**src/rtl/alu_seq.sv**
```systemverilog
`default_nettype none
// +--------------------------------------------------------------------------+
// | alu_seq: ARM DP sequencer over the combinational alu; owns NZCV.         |
// | Optional ADC/SBC/RSC support when ALU_SEQ_CARRY_OPS_EN is defined. r1.0  |
// +--------------------------------------------------------------------------+
module alu_seq #(
   parameter int BITS = 32
) (
   input  logic            clk,
   input  logic            rst_n,
   input  logic            req_valid,
   output logic            req_ready,
   input  logic [3:0]      req_opcode,
   input  logic            req_s,
   input  logic [BITS-1:0] req_a,
   input  logic [BITS-1:0] req_b,
   output logic [BITS-1:0] alu_a,
   output logic [BITS-1:0] alu_b,
   output logic [3:0]      alu_control,
   input  logic [BITS-1:0] alu_c,
   input  logic            alu_ovfl,
   output logic            rsp_valid,
   input  logic            rsp_ready,
   output logic [BITS-1:0] rsp_result,
   output logic            rsp_wb,
   output logic [3:0]      flags
);

   localparam int M = BITS - 1;

   localparam logic [3:0] OP_AND = 4'h0, OP_EOR = 4'h1, OP_SUB = 4'h2, OP_RSB = 4'h3,
                          OP_ADD = 4'h4, OP_ADC = 4'h5, OP_SBC = 4'h6, OP_RSC = 4'h7,
                          OP_TST = 4'h8, OP_TEQ = 4'h9, OP_CMP = 4'hA, OP_CMN = 4'hB,
                          OP_ORR = 4'hC, OP_MOV = 4'hD, OP_BIC = 4'hE, OP_MVN = 4'hF;

   localparam logic [3:0] ALU_ADDS = 4'b0000, ALU_SUBS = 4'b0001,
                          ALU_ADDU = 4'b0010, ALU_SUBU = 4'b0011,
                          ALU_AND  = 4'b0100, ALU_OR   = 4'b0101,
                          ALU_XOR  = 4'b0110, ALU_NOR  = 4'b0111;

`ifdef ALU_SEQ_CARRY_OPS_EN
   localparam bit CARRY_EN = 1'b1;
`else
   localparam bit CARRY_EN = 1'b0;
`endif

   typedef enum logic [1:0] {
      IDLE  = 2'd0,
      PASS1 = 2'd1,
      PASS2 = 2'd2,
      RESP  = 2'd3
   } state_t;

   state_t          state_q, state_d;
   logic [3:0]      op_q, op_d;
   logic            s_q, s_d;
   logic [BITS-1:0] a_q, a_d, b_q, b_d;
   logic            cin_q, cin_d;
   logic [BITS-1:0] t_q, t_d;
   logic            o1_q, o1_d;
   logic [BITS-1:0] alu_a_q, alu_a_d, alu_b_q, alu_b_d;
   logic [3:0]      alu_ctl_q, alu_ctl_d;
   logic [BITS-1:0] result_q, result_d;
   logic            wb_q, wb_d;
   logic [3:0]      flags_q, flags_d;

   // Without the carry feature, carry ops collapse onto their plain siblings.
   function automatic logic [3:0] eff_op(input logic [3:0] op);
`ifdef ALU_SEQ_CARRY_OPS_EN
      return op;
`else
      case (op)
         OP_ADC:  return OP_ADD;
         OP_SBC:  return OP_SUB;
         OP_RSC:  return OP_RSB;
         default: return op;
      endcase
`endif
   endfunction

   function automatic logic is_cmp(input logic [3:0] op);
      return (op == OP_TST) || (op == OP_TEQ) || (op == OP_CMP) || (op == OP_CMN);
   endfunction

   function automatic logic is_add(input logic [3:0] op);
      return (op == OP_ADD) || (op == OP_CMN);
   endfunction

   function automatic logic is_sub(input logic [3:0] op);
      return (op == OP_SUB) || (op == OP_CMP) || (op == OP_RSB);
   endfunction

   function automatic logic is_carry(input logic [3:0] op);
      return CARRY_EN && ((op == OP_ADC) || (op == OP_SBC) || (op == OP_RSC));
   endfunction

   logic [3:0]      w_acc_op;
   logic            w_two_pass;
   logic            w_wr_flags;
   logic [BITS-1:0] w_res;
   logic            w_c, w_v;

   assign w_acc_op   = eff_op(req_opcode);
   assign w_wr_flags = s_q || is_cmp(op_q);
   assign w_two_pass = is_carry(op_q) ||
                       ((is_add(op_q) || is_sub(op_q)) && (s_q || is_cmp(op_q)));

   always_comb begin
      state_d   = state_q;
      op_d      = op_q;
      s_d       = s_q;
      a_d       = a_q;
      b_d       = b_q;
      cin_d     = cin_q;
      t_d       = t_q;
      o1_d      = o1_q;
      alu_a_d   = alu_a_q;
      alu_b_d   = alu_b_q;
      alu_ctl_d = alu_ctl_q;
      result_d  = result_q;
      wb_d      = wb_q;
      flags_d   = flags_q;
      w_res     = is_carry(op_q) ? alu_c : t_q;
      w_c       = flags_q[1];
      w_v       = flags_q[0];

      case (state_q)
         IDLE: begin
            if (req_valid) begin
               op_d    = w_acc_op;
               s_d     = req_s;
               a_d     = req_a;
               b_d     = req_b;
               cin_d   = flags_q[1];
               alu_a_d = req_a;
               alu_b_d = req_b;
               case (w_acc_op)
                  OP_AND, OP_TST: alu_ctl_d = ALU_AND;
                  OP_EOR, OP_TEQ: alu_ctl_d = ALU_XOR;
                  OP_ORR:         alu_ctl_d = ALU_OR;
                  OP_BIC: begin
                     alu_ctl_d = ALU_AND;
                     alu_b_d   = ~req_b;
                  end
                  OP_MOV: begin
                     alu_ctl_d = ALU_OR;
                     alu_a_d   = '0;
                  end
                  OP_MVN: begin
                     alu_ctl_d = ALU_NOR;
                     alu_a_d   = req_b;
                  end
                  OP_ADD, OP_CMN: alu_ctl_d = ALU_ADDS;
                  OP_SUB, OP_CMP: alu_ctl_d = ALU_SUBS;
                  OP_RSB: begin
                     alu_ctl_d = ALU_SUBS;
                     alu_a_d   = req_b;
                     alu_b_d   = req_a;
                  end
                  OP_ADC:         alu_ctl_d = ALU_ADDU;
                  OP_SBC:         alu_ctl_d = ALU_SUBU;
                  OP_RSC: begin
                     alu_ctl_d = ALU_SUBU;
                     alu_a_d   = req_b;
                     alu_b_d   = req_a;
                  end
                  default:        alu_ctl_d = ALU_AND;
               endcase
               state_d = PASS1;
            end
         end

         PASS1: begin
            t_d  = alu_c;
            o1_d = alu_ovfl;
            if (w_two_pass) begin
               state_d = PASS2;
               if (is_carry(op_q)) begin
                  // Second carry pass folds the latched carry-in into t.
                  alu_a_d    = alu_c;
                  alu_b_d    = '0;
                  alu_b_d[0] = (op_q == OP_ADC) ? cin_q : ~cin_q;
               end else begin
                  alu_ctl_d = is_add(op_q) ? ALU_ADDU : ALU_SUBU;
               end
            end else begin
               state_d  = RESP;
               result_d = alu_c;
               wb_d     = !is_cmp(op_q);
               if (w_wr_flags)
                  flags_d = {alu_c[M], (alu_c == '0), flags_q[1:0]};
            end
         end

         PASS2: begin
            if (is_add(op_q)) begin
               w_c = alu_ovfl;
               w_v = o1_q;
            end else if (is_sub(op_q)) begin
               w_c = ~alu_ovfl;
               w_v = o1_q;
            end else if (op_q == OP_ADC) begin
               w_c = o1_q | alu_ovfl;
               w_v = (a_q[M] == b_q[M]) && (alu_c[M] != a_q[M]);
            end else if (op_q == OP_SBC) begin
               w_c = ~(o1_q | alu_ovfl);
               w_v = (a_q[M] != b_q[M]) && (alu_c[M] != a_q[M]);
            end else begin
               w_c = ~(o1_q | alu_ovfl);
               w_v = (b_q[M] != a_q[M]) && (alu_c[M] != b_q[M]);
            end
            state_d  = RESP;
            result_d = w_res;
            wb_d     = !is_cmp(op_q);
            if (w_wr_flags)
               flags_d = {w_res[M], (w_res == '0), w_c, w_v};
         end

         RESP: begin
            if (rsp_ready)
               state_d = IDLE;
         end

         default: state_d = IDLE;
      endcase
   end

   always_ff @(posedge clk or negedge rst_n) begin
      if (!rst_n) begin
         state_q   <= IDLE;
         op_q      <= 4'h0;
         s_q       <= 1'b0;
         a_q       <= '0;
         b_q       <= '0;
         cin_q     <= 1'b0;
         t_q       <= '0;
         o1_q      <= 1'b0;
         alu_a_q   <= '0;
         alu_b_q   <= '0;
         alu_ctl_q <= 4'h0;
         result_q  <= '0;
         wb_q      <= 1'b0;
         flags_q   <= 4'h0;
      end else begin
         state_q   <= state_d;
         op_q      <= op_d;
         s_q       <= s_d;
         a_q       <= a_d;
         b_q       <= b_d;
         cin_q     <= cin_d;
         t_q       <= t_d;
         o1_q      <= o1_d;
         alu_a_q   <= alu_a_d;
         alu_b_q   <= alu_b_d;
         alu_ctl_q <= alu_ctl_d;
         result_q  <= result_d;
         wb_q      <= wb_d;
         flags_q   <= flags_d;
      end
   end

   assign req_ready   = (state_q == IDLE);
   assign rsp_valid   = (state_q == RESP);
   assign rsp_result  = result_q;
   assign rsp_wb      = wb_q;
   assign flags       = flags_q;
   assign alu_a       = alu_a_q;
   assign alu_b       = alu_b_q;
   assign alu_control = alu_ctl_q;

endmodule
`default_nettype wire

```
**config.mk**
```make
export PLATFORM = sky130hd
export DESIGN_NAME = alu_seq
export DESIGN_NICKNAME = d
export VERILOG_FILES = /design/src/rtl/alu_seq.sv
export SDC_FILE = /design/constraint.sdc
export NUM_CORES = 1
export LEC_CHECK = 0
export BUFFER_PORTS_ARGS = -buffer_cell sky130_fd_sc_hd__buf_2
export CAP_MARGIN = 20
export CELL_PAD_IN_SITES_DETAIL_PLACEMENT = 1
export CELL_PAD_IN_SITES_GLOBAL_PLACEMENT = 2
export CORE_MARGIN = 1.5
export CORE_UTILIZATION = 35
export CTS_BUF_LIST = sky130_fd_sc_hd__clkbuf_8
export CTS_CLUSTER_SIZE = 24
export DETAILED_ROUTE_END_ITERATION = 16
export GPL_ROUTABILITY_DRIVEN = 1
export PLACE_DENSITY = 0.91
export REMOVE_ABC_BUFFERS = 1
export SLEW_MARGIN = 20
export SYNTH_ARGS = -nofsm -noshare
export SYNTH_HDL_FRONTEND = slang
export SYNTH_SLANG_ARGS = --single-unit
```
**constraint.sdc**
```tcl
create_clock -name clk -period 2.9 [get_ports clk]
set_clock_uncertainty 0.05 [all_clocks]
set_input_delay 0.725 -clock clk [delete_from_list [all_inputs] [get_ports clk]]
set_output_delay 0.725 -clock clk [all_outputs]
set_load 0.1 [all_outputs]
```
# After elaboration in Yosys (flattened, before gate mapping)
# Index checks and enable logic that the tools add are counted.
[op_classes] eq_ne=41 n_mux=27 bitwise_logic=5 n_reduce_logical=33
[ops] operator="$pmux 32 s2" count=3
[ops] operator="$logic_not 32->1" count=2
[ops] operator="$eq 4x4->1 const B" count=12
[ops] operator="$eq 4x3->1 const B" count=10
[ops] operator="$mux 32" count=1
[ops] operator="$not 32->32" count=1
[ops] operator="$pmux 4 s8" count=1
[ops] operator="$mux 4" count=5
[ops] operator="$eq 4x2->1 const B" count=4
[ops] operator="$pmux 4 s2" count=2
[ops] operator="$pmux 4 s3" count=1
[ops] operator="$mux 1" count=10
[ops] operator="$ne 2x2->1 const B" count=5
[ops] operator="$reduce_or 2->1" count=5
[ops] operator="$reduce_or 3->1" count=3
[ops] operator="$logic_or 1x1->1" count=8
[ops] operator="$pmux 2 s4" count=1
[ops] operator="$reduce_and 2->1" count=3
[ops] operator="$reduce_and 3->1" count=2
[ops] operator="$eq 2x2->1 const B" count=2
[ops] operator="$eq 4x1->1 const B" count=1
[ops] operator="$logic_and 1x1->1" count=4
[ops] operator="$logic_not 4->1" count=1
[ops] operator="$mux 2" count=2
[ops] operator="other kinds (11)" count=17
[word_totals] regBits=209 in_bits=106 output_inout_bits=107

# Depth between registers and ports, before layout
# Gate-level depths: netlist of run 1.
[logic_depth] depth_word=8 ltp_mapped=9 ltp_nobuf=7

# Least setup slack after synthesis of run 1
# Ideal clock, no wire load.
[synth_timing] path_kind="register -> register" startpoint="register state_q[0]" endpoint="register alu_a_q[28] (netlist: alu_a[28])" setup_time_ns=0.133 arrival_ns=2.294 setup_slack_ns=0.423 stages_incl_launch_ff=9 path_buffers=3 path_cell_list="dfrtp_1 > inv_1 > ha_1 > nand2_1 > clkbuf_1 > buf_2 > buf_1 > nand2_1 > o21ai_0"
[synth_via] elab_chain_cells=2
[synth_lines] element="start: declaration" line="54" text="state_t state_q, state_d;"
[synth_lines] element="start signal: assignment" line="245" text="state_q <= state_d;"
[synth_lines] element="$logic_not 2->1"
[synth_lines] element="via req_ready" line="12" text="output logic req_ready,"
[synth_lines] element="$reduce_and 2->1 (no line)"
[synth_lines] element="end signal: assignment" line="253" text="alu_a_q <= alu_a_d;"
[synth_lines] element="end: declaration" line="61" text="logic [BITS-1:0] alu_a_q, alu_a_d, alu_b_q, alu_b_d;"
# The timed path passes the listed nets, and every way through them passes these cells.
# A chain may end at the register's enable or synchronous reset.

# Worst setup path after layout of run 1
[layout_timing] startpoint="register state_q[0]" endpoint="output port req_ready"
[layout_via] elab_chain_cells=1
[layout_lines] element="$logic_not 2->1" line="262" text="assign req_ready = (state_q == IDLE);"
[layout_lines] element="end: declaration" line="12"
# Every way passes these cells.

==> results.sh, run 1 <==
export IMPL_firstDrtPassIters=4
export IMPL_final_cells=1142
export IMPL_layout_common_cells="buf_2 (210), dfrtp_1 (146), nor2_1 (76)"
export IMPL_ys_flop_type="dfrtp_1"
export IMPL_viasPerCell=5.172
export IMPL_min_path_type="in2async"
export IMPL_drive_above_1_share_pct=39.68
export IMPL_start_util_pct=36.06
export IMPL_maxSlewHeadroom_pct=54.69
export IMPL_grt_pass1_vias=6327
export IMPL_r2r_start="state_q[1]$_DFFE_PN0P_"
export IMPL_diodes=0
export IMPL_grt_pass1_wl_um=34520
export IMPL_finalCritPeriodShare_pct=88.35
export IMPL_numPlacedInstances=1111
export IMPL_syn_area_sq_um=7087
export IMPL_cp_arrival_ps=1790
export IMPL_utilization_pct=45.03
export IMPL_rr_worst_depth=7
export IMPL_vias=5906
export IMPL_yosysTopAreaCell="dfrtp_1"
export IMPL_tightest_slew_ps=677.1
export IMPL_dieArea_sq_um=21110
export IMPL_wl_um=21070
export IMPL_die_h_um=145.3
export IMPL_grt_usage_pct=20.54
export IMPL_cp_end_kind="output pin"
export IMPL_synthCells=670
export IMPL_nNetsFinal=977
export IMPL_path_clk_slew_ps=80
export IMPL_pin_count=213
export IMPL_io_buffers=211
export IMPL_start_kind="register"
export IMPL_critPathMaxFanout=6
export IMPL_dp_hpwl_um=14870
export IMPL_path_class="reg2out"
export IMPL_die_x_um=145.3
export IMPL_yosysSeqAreaShare_pct=51.55
export IMPL_first_iter_violations=222
export IMPL_htreeDepth=4
export IMPL_cts_buffer_depth=2
export IMPL_cp_required_ps=2120
export IMPL_yosysWarnings=0
export IMPL_avgSynthCellArea_sq_um=10.58
export IMPL_cts_repair_resized=0
export IMPL_clock_root_buffer="clkbuf_8"
export IMPL_final_common_cell="buf_2"
export IMPL_clock_sinks=146
export IMPL_antenna_found_initial=2
export IMPL_final_setup_viol_count=0
export IMPL_async_flop_share_pct=100.0
export IMPL_clk_latency_ps=450
export IMPL_drc=0
export IMPL_place_gp_congestion=0.7603
export IMPL_cts_buffers_inserted=17
export IMPL_syn_to_final_growth_pct=24.89
export IMPL_maxCapViolations=0
export IMPL_cts_hold_buf=0
export IMPL_rows=51
export IMPL_cts_setup_buffers=0
export IMPL_yosysUniqueCellTypes=51
export IMPL_overflow=0
export IMPL_synthTopCellsByArea="dfrtp_1 (52%), mux2_2 (6.4%), mux2i_1 (4.7%)"
export IMPL_fin_crit_ps=2562
export IMPL_coreArea_sq_um=19650
export IMPL_drv_slew=0
export IMPL_yosysTopAreaCellShare_pct=51.55
export IMPL_hold_viol=0
export IMPL_rsz0062_at_grt="no"
export IMPL_fmax_mhz=390.3
export IMPL_ant_nets=0
export IMPL_cts_tree="done"
export IMPL_wl_per_cell_um=18.45
export IMPL_rrSetupSlack_ps=600
export IMPL_grt_max_degree=89
export IMPL_synth_seq_cells=146
export IMPL_synth_edf_count=0
export IMPL_reg2reg_to="flags[3]$_DFFE_PN0P_"
export IMPL_status="completed"
[kinds of logic after synthesis]
kind of cell / Yosys count / synth area share (%)
DFF: 146 / 51.55
adders and majority gates: 5 / 0.8828
AOI/OAI and AO/OA: 196 / 20.13
xor gates and xnor gates: 1 / 0.1236
and+or+nand+nor: 186 / 11.64
other: 1 / 0.05292
muxes: 74 / 11.18
buffers and inverters: 61 / 4.449
[worst max-delay path, stage by stage (launching register included)]
cell,delay [ps]
dfrtp_1,440
inv_1,140
ha_1,290
buf_2,470
[per-stage QoR]
stage | TNS, ps | hold WS (ps) | setup slack [ps] | area [sq um]
final | 0 | 217.3 | 337.8 | 8851
after detailed placement | 0 | 418.7 | 182.2 | 8391
after floorplan | -134440 | 379.4 | -1516 | 6809
after CTS | 0 | 246.0 | 290.5 | 8823
after global routing | 0 | 256.1 | 199.8 | 8851
after global placement | 0 | 406.5 | 260.9 | 8391
[sequential cells by signal, indices dropped and copies added, names as in the netlist]
| register | cells |
|---|---|
| alu_a | 32 |
| alu_b | 32 |
| rsp_result | 32 |
| t_q | 32 |
| flags | 4 |
| op_q | 4 |
| alu_control | 3 |
| state_q | 2 |
| a_q | 1 |
| b_q | 1 |
| o1_q | 1 |
| rsp_wb | 1 |
| s_q | 1 |
[layer usage]
metal	up-vias	global-route usage, %	part of all wire, %
met4	2	4.898	1.3
met2	195	33.26	46
met1	2884	25.35	43
met5	-	0	0.047
met3	16	8.553	9.2
li1	2809	-	-
[how the worst max path moves through the flow]
stage	startpoint	end	slack, ps
2_1_floorplan	req_opcode[0]	alu_b[3]$_DFFE_PN0P_	-1520
3_3_place_gp	req_opcode[3]	alu_b[3]$_DFFE_PN0P_	260
3_5_place_dp	req_opcode[3]	alu_b[3]$_DFFE_PN0P_	180
4_1_cts	state_q[0]$_DFFE_PN0P_	req_ready	290
5_1_grt	state_q[0]$_DFFE_PN0P_	req_ready	200
6_report	state_q[0]$_DFFE_PN0P_	req_ready	340
[cell usage after synthesis, types with 3 or more instances]
| library cell | n |
|---|---|
| nand2_1 | 74 |
| nand4_1 | 3 |
| o21ai_0 | 42 |
| a21oi_2 | 18 |
| dfrtp_1 | 146 |
| buf_4 | 3 |
| a21oi_1 | 22 |
| a31oi_1 | 3 |
| inv_1 | 10 |
| o21ai_1 | 31 |
| buf_1 | 4 |
| buf_2 | 11 |
| a221oi_2 | 20 |
| nand2b_1 | 3 |
| mux2_2 | 40 |
| clkbuf_1 | 24 |
| buf_6 | 8 |
| nor2_1 | 77 |
| ha_1 | 5 |
| o31ai_1 | 3 |
| a22oi_1 | 32 |
| mux2i_1 | 33 |
| nor4_1 | 14 |
| a221oi_1 | 12 |
[area by class of cell]
cell class	count	area (sq um)
clock buffers	20	275.3
clock inverters	10	157.7
fillers	2308	10800
inverters	10	37.54
multi-input cells	463	3161
flip-flops and latches	146	3654
well taps	265	331.6
repair buffers	228	1235
Power of run 1 is left out: the tool's default activity adds up to more than one toggle a clock period on the data nets, which glitch-free logic cannot reach.
==> run 2: changes to the inputs <==
- RECOVER_POWER: not set -> 100
==> results.sh, run 2 (synthesis results as in run 1) <==
export IMPL_status="finished with violations"
export IMPL_violations="max-capacitance violations, max-slew violations"
export IMPL_utilization_pct=44.02
export IMPL_cts_buffers_inserted=17
export IMPL_htreeDepth=4
export IMPL_grt_pass1_vias=6327
export IMPL_cts_hold_buf=0
export IMPL_io_buffers=211
export IMPL_die_x_um=145.3
export IMPL_die_h_um=145.3
export IMPL_fmax_mhz=395.1
export IMPL_drive_above_1_share_pct=27.25
export IMPL_path_class="reg2out"
export IMPL_clock_sinks=146
export IMPL_overflow=0
export IMPL_tightest_slew_ps=1737
export IMPL_syn_to_final_growth_pct=22.09
export IMPL_vias=5945
export IMPL_fin_crit_ps=2531
export IMPL_drv_slew=69
export IMPL_grt_pass1_wl_um=34520
export IMPL_grt_usage_pct=20.54
export IMPL_cts_setup_buffers=0
export IMPL_final_common_cell="dfrtp_1"
export IMPL_ant_nets=0
export IMPL_cp_required_ps=2120
export IMPL_grt_max_degree=89
export IMPL_viasPerCell=5.206
export IMPL_maxCapViolations=1
export IMPL_cp_end_kind="output pin"
export IMPL_critPathMaxFanout=6
export IMPL_dp_hpwl_um=14870
export IMPL_maxSlewHeadroom_pct=-15.81
export IMPL_nNetsFinal=977
export IMPL_clock_root_buffer="clkbuf_8"
export IMPL_place_gp_congestion=0.7603
export IMPL_cts_buffer_depth=2
export IMPL_hold_viol=0
export IMPL_cts_tree="done"
export IMPL_fillCellCount=2345
export IMPL_coreArea_sq_um=19650
export IMPL_first_iter_violations=197
export IMPL_diodes=0
export IMPL_pin_count=213
export IMPL_clk_latency_ps=450
export IMPL_layout_common_cells="dfrtp_1 (146), clkbuf_1 (106), buf_2 (104)"
export IMPL_path_clk_slew_ps=90
export IMPL_final_setup_viol_count=0
export IMPL_wl_um=21060
export IMPL_min_path_type="reg2reg"
export IMPL_cp_arrival_ps=1760
export IMPL_firstDrtPassIters=4
export IMPL_start_util_pct=36.06
export IMPL_fin_ws_ps=369.0
export IMPL_rows=51
export IMPL_finalCritPeriodShare_pct=87.28
export IMPL_antenna_found_initial=2
export IMPL_drc=0
export IMPL_start_kind="register"
export IMPL_rsz0062_at_grt="no"
export IMPL_wl_per_cell_um=18.44
export IMPL_cts_repair_resized=0
export IMPL_place_worst_setup_slack_ps=182.2
export IMPL_dieArea_sq_um=21110
-- run 2: worst max-delay path, cell delays in order (launching register included) --
cell,delay [ps]
dfrtp_1,440
inv_1,130
ha_1,250
clkbuf_2,490
-- run 2: area by class of cell --
type / instances / area [sq um] / area share, %
clock inverters: 10 / 157.7 / 1.822
well taps: 265 / 331.6 / 3.832
multi-input cells: 463 / 3141 / 36.30
clock buffers: 20 / 275.3 / 3.181
inverters: 10 / 37.54 / 0.4338
flip-flops and latches: 146 / 3654 / 42.23
repair buffers: 228 / 1056 / 12.21
-- run 2: layer usage --
layer | vias to the layer above | part of all wire (%) | wire (um) | track usage (%)
li1 | 2811 | - | - | -
met1 | 2907 | 43 | 8995 | 25.35
met2 | 206 | 47 | 9831 | 33.26
met3 | 19 | 9.3 | 1956 | 8.553
met4 | 2 | 1.3 | 269 | 4.898
met5 | - | 0.047 | 10 | 0
-- run 2: per-stage QoR --
stage               area, sq um  setup TNS (ps)  hold slack, ps  std cells
finish                     8652               0           434.3       1142
global placement           8391               0           406.5       1111
global route               8652               0           428.1       1142
CTS                        8823               0           246.0       1141
floorplan                  6809         -134440           379.4        619
detailed placement         8391               0           418.7       1111
-- run 2: final timing paths --
| check | from | end | slack, ps | cells past startpoint |
|---|---|---|---|---|
| hold reg to reg | alu_b[26]$_DFFE_PN0P_ | alu_b[26]$_DFFE_PN0P_ | 430 | 2 |
| max in group asynchronous | rst_n | alu_a[1]$_DFFE_PN0P_ | 550 | 2 |
| setup / recovery | state_q[0]$_DFFE_PN0P_ | req_ready | 370 | 3 |
| setup reg to reg | state_q[0]$_DFFE_PN0P_ | flags[3]$_DFFE_PN0P_ | 380 | 6 |
| min in group asynchronous | rst_n | rsp_result[15]$_DFFE_PN0P_ | 690 | 1 |
| hold / removal | alu_b[26]$_DFFE_PN0P_ | alu_b[26]$_DFFE_PN0P_ | 430 | 2 |
Power of run 2 is left out for the same reason.
==> run 3: changes to the inputs <==
- CORE_MARGIN: 1.5 -> 2
==> results.sh, run 3 (synthesis results as in run 1) <==
export IMPL_grt_pass1_vias=6231
export IMPL_viasPerCell=5.173
export IMPL_overflow=0
export IMPL_reg2reg_to="flags[3]$_DFFE_PN0P_"
export IMPL_ant_nets=0
export IMPL_tns_ps=0
export IMPL_final_common_cell="dfrtp_1"
export IMPL_layout_common_cells="dfrtp_1 (146), buf_2 (104), clkbuf_1 (104)"
export IMPL_rrSetupSlack_ps=280
export IMPL_cts_hold_buf=0
export IMPL_cts_buffer_depth=2
export IMPL_rows=52
export IMPL_startpoint="state_q[1]$_DFFE_PN0P_"
export IMPL_rsz0062_at_grt="no"
export IMPL_min_path_type="reg2reg"
export IMPL_die_x_um=146.3
export IMPL_hold_viol=0
export IMPL_grt_max_degree=92
export IMPL_fin_worst_hold_slack_ps=432.1
export IMPL_htreeDepth=4
export IMPL_diodes=0
export IMPL_fmax_mhz=381.3
export IMPL_clock_root_buffer="clkbuf_8"
export IMPL_dp_hpwl_um=14870
export IMPL_cts_buffers_inserted=17
export IMPL_final_setup_viol_count=0
export IMPL_grt_usage_pct=19.94
export IMPL_status="finished with violations"
export IMPL_drive_above_1_share_pct=27.35
export IMPL_firstDrtPassIters=5
export IMPL_cts_tree="done"
export IMPL_tightest_slew_ps=1730
export IMPL_clk_latency_ps=450
export IMPL_antenna_found_initial=0
export IMPL_cp_required_ps=3170
export IMPL_critPathMaxFanout=23
export IMPL_place_gp_congestion=0.7469
export IMPL_io_buffers=211
export IMPL_grt_pass1_wl_um=33790
export IMPL_path_clk_slew_ps=80
export IMPL_cts_setup_buffers=0
export IMPL_dieArea_sq_um=21400
export IMPL_nNetsFinal=972
export IMPL_coreArea_sq_um=20040
export IMPL_pin_count=213
export IMPL_drc=0
export IMPL_vias=5918
export IMPL_syn_to_final_growth_pct=21.27
export IMPL_wl_um=20970
export IMPL_rr_worst_depth=7
export IMPL_cp_end_kind="register"
export IMPL_clock_sinks=146
export IMPL_fin_ws_ps=277.1
export IMPL_start_util_pct=35.36
export IMPL_drv_slew=69
export IMPL_fin_crit_ps=2623
export IMPL_start_kind="register"
export IMPL_maxSlewHeadroom_pct=-15.33
export IMPL_r2r_start="state_q[1]$_DFFE_PN0P_"
export IMPL_die_h_um=146.3
export IMPL_first_iter_violations=184
export IMPL_path_class="reg2reg"
export IMPL_maxCapViolations=1
export IMPL_place_worst_setup_slack_ps=446.7
export IMPL_wl_per_cell_um=18.33
export IMPL_cts_repair_resized=0
export IMPL_violations="max-capacitance violations, max-slew violations"
export IMPL_cp_arrival_ps=2890
export IMPL_endpoint="flags[3]$_DFFE_PN0P_"
export IMPL_finalCritPeriodShare_pct=90.44
## run 3: cell count changes in the layout (fill, tap and decap cells not counted), sizes merged
cell	previous run	this run
bufinv	4	1
clkbuf	135	129
clkinv	1	7
inv	14	15
buf	113	112
## run 3: worst min-delay path by stage
stage,from,endpoint,depth (start not counted)
6_report,alu_b[7]$_DFFE_PN0P_,alu_b[7]$_DFFE_PN0P_,2
5_1_grt,req_s,s_q$_DFFE_PN0P_,2
4_1_cts,rst_n,rsp_result[10]$_DFFE_PN0P_,1
3_5_place_dp,alu_a[11]$_DFFE_PN0P_,alu_a[11]$_DFFE_PN0P_,2
3_3_place_gp,alu_a[19]$_DFFE_PN0P_,alu_a[19]$_DFFE_PN0P_,2
2_1_floorplan,rst_n,a_q[31]$_DFFE_PN0P_,0
## run 3: final cells by class
cell class              instances  area [sq um]
clock buffers                  18         247.7
clock inverters                14         131.4
fillers                      2342         11440
inverters                      10         37.54
multi-input cells             463          3149
flip-flops and latches        146          3654
well taps                     270         337.8
repair buffers                223          1037
## run 3: worst max-delay path, cell delays in order, from the launching register on
cell and delay (ps):
dfrtp_1 430, inv_1 130, ha_1 480, inv_1 150, a221o_2 370, o21ai_4 280
o21a_1 260, mux2_2 340
## run 3: through the flow
step / util [%] / instances / instance area (sq um)
2_1_floorplan: - / 619 / 6809
3_3_place_gp: 41.78 / 1111 / 8372
3_5_place_dp: 41.88 / 1112 / 8392
4_1_cts: 43.77 / 1144 / 8771
5_1_grt: 42.89 / 1144 / 8594
6_report: 42.89 / 1144 / 8594
## run 3: per-layer routing
layer,up-vias,global-route usage (%),share of wire [%]
met1,2911,24.86,44
met2,195,32.92,47
met4,0,3.447,0.90
li1,2798,-,-
met3,14,8.438,8.7
met5,-,0,0
Power of run 3 is left out for the same reason.
